--- src/rtl/alu_pkg.sv ---
// Shared ALU definitions: default widths, opcode encodings, sequencer FSM states.
// Latency: n/a (declarations only).
// Backpressure: n/a (declarations only).
package alu_pkg;

    // Default operand/result width; also the width of the byte front-end.
    localparam int SIZEDATA_DEF = 8;
    // Default opcode width; must not exceed the operand width.
    localparam int SIZEOP_DEF   = 6;

    // Opcode encodings understood by the ALU (function-field style).
    localparam logic [SIZEOP_DEF-1:0] OP_ADD = 6'b100000;
    localparam logic [SIZEOP_DEF-1:0] OP_SUB = 6'b100010;
    localparam logic [SIZEOP_DEF-1:0] OP_AND = 6'b100100;
    localparam logic [SIZEOP_DEF-1:0] OP_OR  = 6'b100101;
    localparam logic [SIZEOP_DEF-1:0] OP_XOR = 6'b100110;
    localparam logic [SIZEOP_DEF-1:0] OP_NOR = 6'b100111;
    localparam logic [SIZEOP_DEF-1:0] OP_SRL = 6'b000010;
    localparam logic [SIZEOP_DEF-1:0] OP_SRA = 6'b000011;

    // Sequencer states: three byte-collection states, one ALU settle cycle, result hand-off.
    typedef enum logic [2:0] {
        ST_GET_A  = 3'd0,
        ST_GET_B  = 3'd1,
        ST_GET_OP = 3'd2,
        ST_EXEC   = 3'd3,
        ST_SEND   = 3'd4
    } seq_state_t;

    // True in the states that accept input bytes.
    function automatic logic is_rx_state(input seq_state_t st);
        return (st == ST_GET_A) || (st == ST_GET_B) || (st == ST_GET_OP);
    endfunction

endpackage

--- src/rtl/alu_operand_sequencer.sv ---
// Collects A, B, OPCODE bytes, drives the ALU with registered operands, returns RESULT/CARRY.
// Latency: opcode byte accepted on edge t -> TX_VALID high after edge t+1 (one EXEC cycle).
// Backpressure: RX_READY low during EXEC/SEND; result held stable until TX_VALID & TX_READY.
module alu_operand_sequencer
    import alu_pkg::*;
#(
    parameter int SIZEDATA = SIZEDATA_DEF,
    parameter int SIZEOP   = SIZEOP_DEF
) (
    input  logic                CLK,
    input  logic                RSTN,
    input  logic [SIZEDATA-1:0] RX_DATA,
    input  logic                RX_VALID,
    output logic                RX_READY,
    output logic [SIZEDATA-1:0] ALU_DATOA,
    output logic [SIZEDATA-1:0] ALU_DATOB,
    output logic [SIZEOP-1:0]   ALU_OPCODE,
    input  logic [SIZEDATA-1:0] ALU_RESULT,
    input  logic                ALU_CARRY,
    output logic [SIZEDATA-1:0] TX_DATA,
    output logic                TX_CARRY,
    output logic                TX_VALID,
    input  logic                TX_READY
);

    seq_state_t          r_state;
    seq_state_t          w_state_nxt;

    logic [SIZEDATA-1:0] r_datoa;
    logic [SIZEDATA-1:0] r_datob;
    logic [SIZEOP-1:0]   r_opcode;
    logic [SIZEDATA-1:0] r_tx_data;
    logic                r_tx_carry;
    logic                r_tx_vld;

    logic                w_rx_rdy;
    logic                w_rx_xfer;
    logic                w_ld_a;
    logic                w_ld_b;
    logic                w_ld_op;
    logic                w_capture;
    logic                w_tx_done;

    // A byte moves only when both sides agree; ready already carries the reset gating.
    assign w_rx_xfer = RX_VALID & w_rx_rdy;

    // State register: reset parks the sequencer waiting for operand A.
    always_ff @(posedge CLK or negedge RSTN) begin
        if (!RSTN) begin
            r_state <= ST_GET_A;
        end else begin
            r_state <= w_state_nxt;
        end
    end

    // Next-state: byte states advance on a transfer, EXEC is a single settle cycle,
    // SEND waits for the consumer to take the result.
    always_comb begin
        w_state_nxt = r_state;
        case (r_state)
            ST_GET_A:  if (w_rx_xfer) w_state_nxt = ST_GET_B;
            ST_GET_B:  if (w_rx_xfer) w_state_nxt = ST_GET_OP;
            ST_GET_OP: if (w_rx_xfer) w_state_nxt = ST_EXEC;
            ST_EXEC:   w_state_nxt = ST_SEND;
            ST_SEND:   if (r_tx_vld && TX_READY) w_state_nxt = ST_GET_A;
            default:   w_state_nxt = ST_GET_A;
        endcase
    end

    // Output/strobe decode: ready is forced low while reset is held so nothing is
    // offered to the front-end before the sequencer is running.
    always_comb begin
        w_rx_rdy  = RSTN & is_rx_state(r_state);
        w_ld_a    = 1'b0;
        w_ld_b    = 1'b0;
        w_ld_op   = 1'b0;
        w_capture = 1'b0;
        w_tx_done = 1'b0;
        case (r_state)
            ST_GET_A:  w_ld_a    = RX_VALID & w_rx_rdy;
            ST_GET_B:  w_ld_b    = RX_VALID & w_rx_rdy;
            ST_GET_OP: w_ld_op   = RX_VALID & w_rx_rdy;
            ST_EXEC:   w_capture = 1'b1;
            ST_SEND:   w_tx_done = r_tx_vld & TX_READY;
            default:   ;
        endcase
    end

    // Operand registers: each loads only on its own byte and otherwise holds, so the
    // ALU inputs stay at the last operation's values between operations.
    always_ff @(posedge CLK or negedge RSTN) begin
        if (!RSTN) begin
            r_datoa  <= '0;
            r_datob  <= '0;
            r_opcode <= '0;
        end else begin
            if (w_ld_a)  r_datoa  <= RX_DATA;
            if (w_ld_b)  r_datob  <= RX_DATA;
            // Opcode takes the low bits of the byte; the upper bits are dropped.
            if (w_ld_op) r_opcode <= RX_DATA[SIZEOP-1:0];
        end
    end

    // Result registers: sample the ALU at the end of EXEC (operands have been stable a
    // full cycle) and keep data/carry after the hand-off; only valid drops.
    always_ff @(posedge CLK or negedge RSTN) begin
        if (!RSTN) begin
            r_tx_data  <= '0;
            r_tx_carry <= 1'b0;
            r_tx_vld   <= 1'b0;
        end else begin
            if (w_capture) begin
                r_tx_data  <= ALU_RESULT;
                r_tx_carry <= ALU_CARRY;
                r_tx_vld   <= 1'b1;
            end else if (w_tx_done) begin
                r_tx_vld   <= 1'b0;
            end
        end
    end

    assign RX_READY   = w_rx_rdy;
    assign ALU_DATOA  = r_datoa;
    assign ALU_DATOB  = r_datob;
    assign ALU_OPCODE = r_opcode;
    assign TX_DATA    = r_tx_data;
    assign TX_CARRY   = r_tx_carry;
    assign TX_VALID   = r_tx_vld;

endmodule

--- config.mk ---
export PLATFORM = sky130hd
export DESIGN_NAME = alu_operand_sequencer
export DESIGN_NICKNAME = d
export VERILOG_FILES = /design/src/rtl/alu_pkg.sv /design/src/rtl/alu_operand_sequencer.sv
export SDC_FILE = /design/constraint.sdc
export NUM_CORES = 1
export LEC_CHECK = 0
export BUFFER_PORTS_ARGS = -buffer_cell sky130_fd_sc_hd__clkbuf_2
export CORE_MARGIN = 2
export CORE_UTILIZATION = 48
export CTS_CLUSTER_SIZE = 30
export DETAILED_ROUTE_END_ITERATION = 8
export GPL_TIMING_DRIVEN = 0
export PLACE_DENSITY_LB_ADDON = 0.2
export RECOVER_POWER = 25
export SETUP_SLACK_MARGIN = 0.05
export SYNTH_ARGS = -nofsm -noshare
export SYNTH_HDL_FRONTEND = slang
export SYNTH_SLANG_ARGS = --single-unit
--- constraint.sdc ---
create_clock -name CLK -period 1.73 [get_ports CLK]
set_input_delay 0.346 -clock CLK [delete_from_list [all_inputs] [get_ports CLK]]
set_output_delay 0.346 -clock CLK [all_outputs]
set_load 0.02 [all_outputs]
==> key figures <==
Drt
  • Antenna viol nets, final: 0
  • Drt first-iter violations: 49
  • DRC Markers: 3
  • Total Routed Length: 2880 um
  • DR WL/cell: 15.2 um
  • Vias per std cell: approximately 5.2
  • Vias post-DR: between 900 and 1000
  • Initial DRT Pass Iterations: 6

Hold path
  • Worst Hold Class: input pin to register

GRT
  • First-pass GRT wire length: around 4800 um
  • Vias in the first global route: about 1000
  • GRT Total Usage: 18.9%
  • Largest net degree at the start of global routing: 36
  • Remaining Overflow, GRT: 0
  • Initial antenna violation count: 0

Clock tree
  • Clock Pin Slew Worst Setup and Hold Paths: ~0.1 ns
  • Clk sinks: 35
  • CTS H-tree depth: 2
  • CTS max path bufs: 2
  • Clock root buffer: clkbuf_4
  • Num CTS Buffers: 5
  • CTS tree: built
  • Clk_lat worst skew: around 0.34 ns

Worst setup path
  • Crit-path cells: buf_6 -> or4b_4 -> buf_12 -> mux2_4
  • Critical-path top delay cell: or4b_4
  • Crit path buf inv count: 2
  • Worst setup SP type: register
  • CP delay by family, top: simple AND/OR/NAND/NOR gates
  • Critical path peak fanout: 8
  • Crit path capture type: register
  • CP peak stage delay: roughly 0.55 ns
  • Crit path kind: register to register
  • Critical Path AT: between 1.5 and 2 ns
  • CP required: a little under 2 ns

Finish
  • ANT cells: 0
  • Share of cells above drive strength 1: approximately 66%
  • P&R area growth vs syn: 31.4%
  • Final core occ: 67.6%
  • Nets@finish: roughly 180

Yosys
  • Avg Inst Size Synth: ~16 sq um
  • Largest area contributor in the synthesized netlist: dfrtp_1
  • Seq/Total Area, Yosys: around three fifths
  • Main synth FF type: dfrtp_1
  • Synth area leaders: dfrtp_1, mux2_2, mux2_4
  • Yosys warns: 0
  • Async SR Flop Fraction: between 90% and 100%
  • Post-synth EDFFs: 0
  • Syn nets: between 100 and 150
  • Post-Synthesis Cells: approximately 90
  • Mapped Area: around 1400 sq um
  • Top-count cell post-synth: dfrtp_1
  • Synth Register Bits: 35
  • Synth top cells by count: dfrtp_1, mux2_2, mux2_4
  • Synth top area share: around three fifths
  • Library cells used by synthesis: 20

STA
  • Final Skew: about 0.009 ns
  • Sum Neg Setup Slack: 0 ns
  • Worst-margin pin slew: 0.821 ns
  • Rel. slew slack: 45.2%
  • Final Setup Violations: 0
  • RSZ-0062 raised after global routing: false
  • Tmin final: 1.64 ns
  • Slew Viols, Final: 0
  • Fin crit share: ~95%
  • Post-route setup slack: roughly 0.087 ns
  • Fmax: approximately 610 MHz
  • Fin. Hold Viols: 0

Place
  • Placement Setup Slack: -0.905 ns
  • IO Port Bufs: 53
  • Detailed Place HPWL: 1970 um
  • Gpl congestion: about 0.68

Floorplan
  • DIE AREA: 3460 sq um
  • Ports: 54
  • Core Rows: 19
  • Die height: 58.8 um
  • Initial Util: roughly half
  • Core area: around 2800 sq um
  • Die width: between 50 and 60 um

Power and ir drop
  • Max VDD drop: 1.03 mV
  • PwrDens: just under 2000 nW/um^2
  • LEAKAGE: 0.959 nW
  • Total power: about 3.7 mW

Job
  • Max capacitance violation total: 0

Status
  • Failing checks: design-rule violations
  • Status: complete, but fails checks
==> through the flow <==
step | area [sq um] | hold WS [ns] | cells
final | 1900 | 0.239 | 189
after global routing | 1900 | 0.219 | 189
after detailed placement | 1750 | 0.496 | 176
after global placement | 1750 | 0.489 | 176
after floorplan | 1440 | 0.0504 | 92
after CTS | 1880 | 0.235 | 188
==> path summary, 6_finish.rpt <==
check,slack [ns],endpoint,cells after the start,start
worst max-delay path,0.09,ALU_DATOB[2],4,r_state[1]
worst min-delay path,0.24,TX_DATA[2],2,ALU_RESULT[2]
worst max register to register,0.09,ALU_DATOB[2],4,r_state[1]
worst min register to register,0.51,TX_DATA[0],1,TX_DATA[0]
max in group asynchronous,0.34,TX_DATA[5],3,RSTN
min in group asynchronous,0.87,ALU_DATOB[7],3,RSTN
==> cell families (layout without fill, tap and decap cells) <==
family	count (synthesis)	after routing	share of synthesized area [%]
flops	35	35	60.7
simple gates	12	12	6.85
mux	31	31	26.3
buf+inv	7	73	3.29
compound gates	7	7	2.95
==> where the power goes <==
group / internal [mW] / switching, mW
logic: 0.832 / 0.972
registers: 1.22 / 0.221
clock network: 0.239 / 0.257
==> area by class of cell <==
cell class	count	area (sq um)
Buffer	5	55.1
Inverter	2	7.51
Clock buffer	8	68.8
Tap cell	31	38.8
Timing Repair Buffer	58	317
Multi-Input combinational cell	50	534
Sequential cell	35	876
Fill cell	223	908
==> sequential cells by signal, summed over array words and instances, names as in the netlist <==
name / cells
TX_CARRY: 1
TX_VALID: 1
r_state: 3
ALU_OPCODE: 6
ALU_DATOB: 8
ALU_DATOA: 8
TX_DATA: 8
==> what timing repair did <==
item | 4_1_cts | 5_1_grt
hold buffers | 2 | 0
resized for setup | 5 | 5
cloned | 0 | 0
buffers inserted | 2 | 1
hold endpoints to repair | 35 | 0
endpoints found under the setup margin | 23 | 3
pin swaps | 1 | 1
==> cells in the final DEF (no fill, tap or decap), types with 2 or more instances in the layout <==
master / count
clkbuf_2: 52
dfrtp_1: 35
mux2_2: 23
mux2_4: 8
clkbuf_4: 5
buf_4: 4
a21oi_1: 4
nand2_1: 3
buf_6: 2
inv_1: 2
buf_12: 2
clkbuf_8: 2
clkbuf_1: 2
==> layer usage <==
metal	GRT usage, %	part of all wire (%)	routed length (um)	vias to the layer above
met4	7.79	1.8	52	0
met5	0	0	0	-
met2	31.3	53	1530	29
met3	4.84	4.9	142	7
li1	-	-	-	458
met1	23.6	40	1160	480
Note: power is estimated with default switching activity, not from simulation.
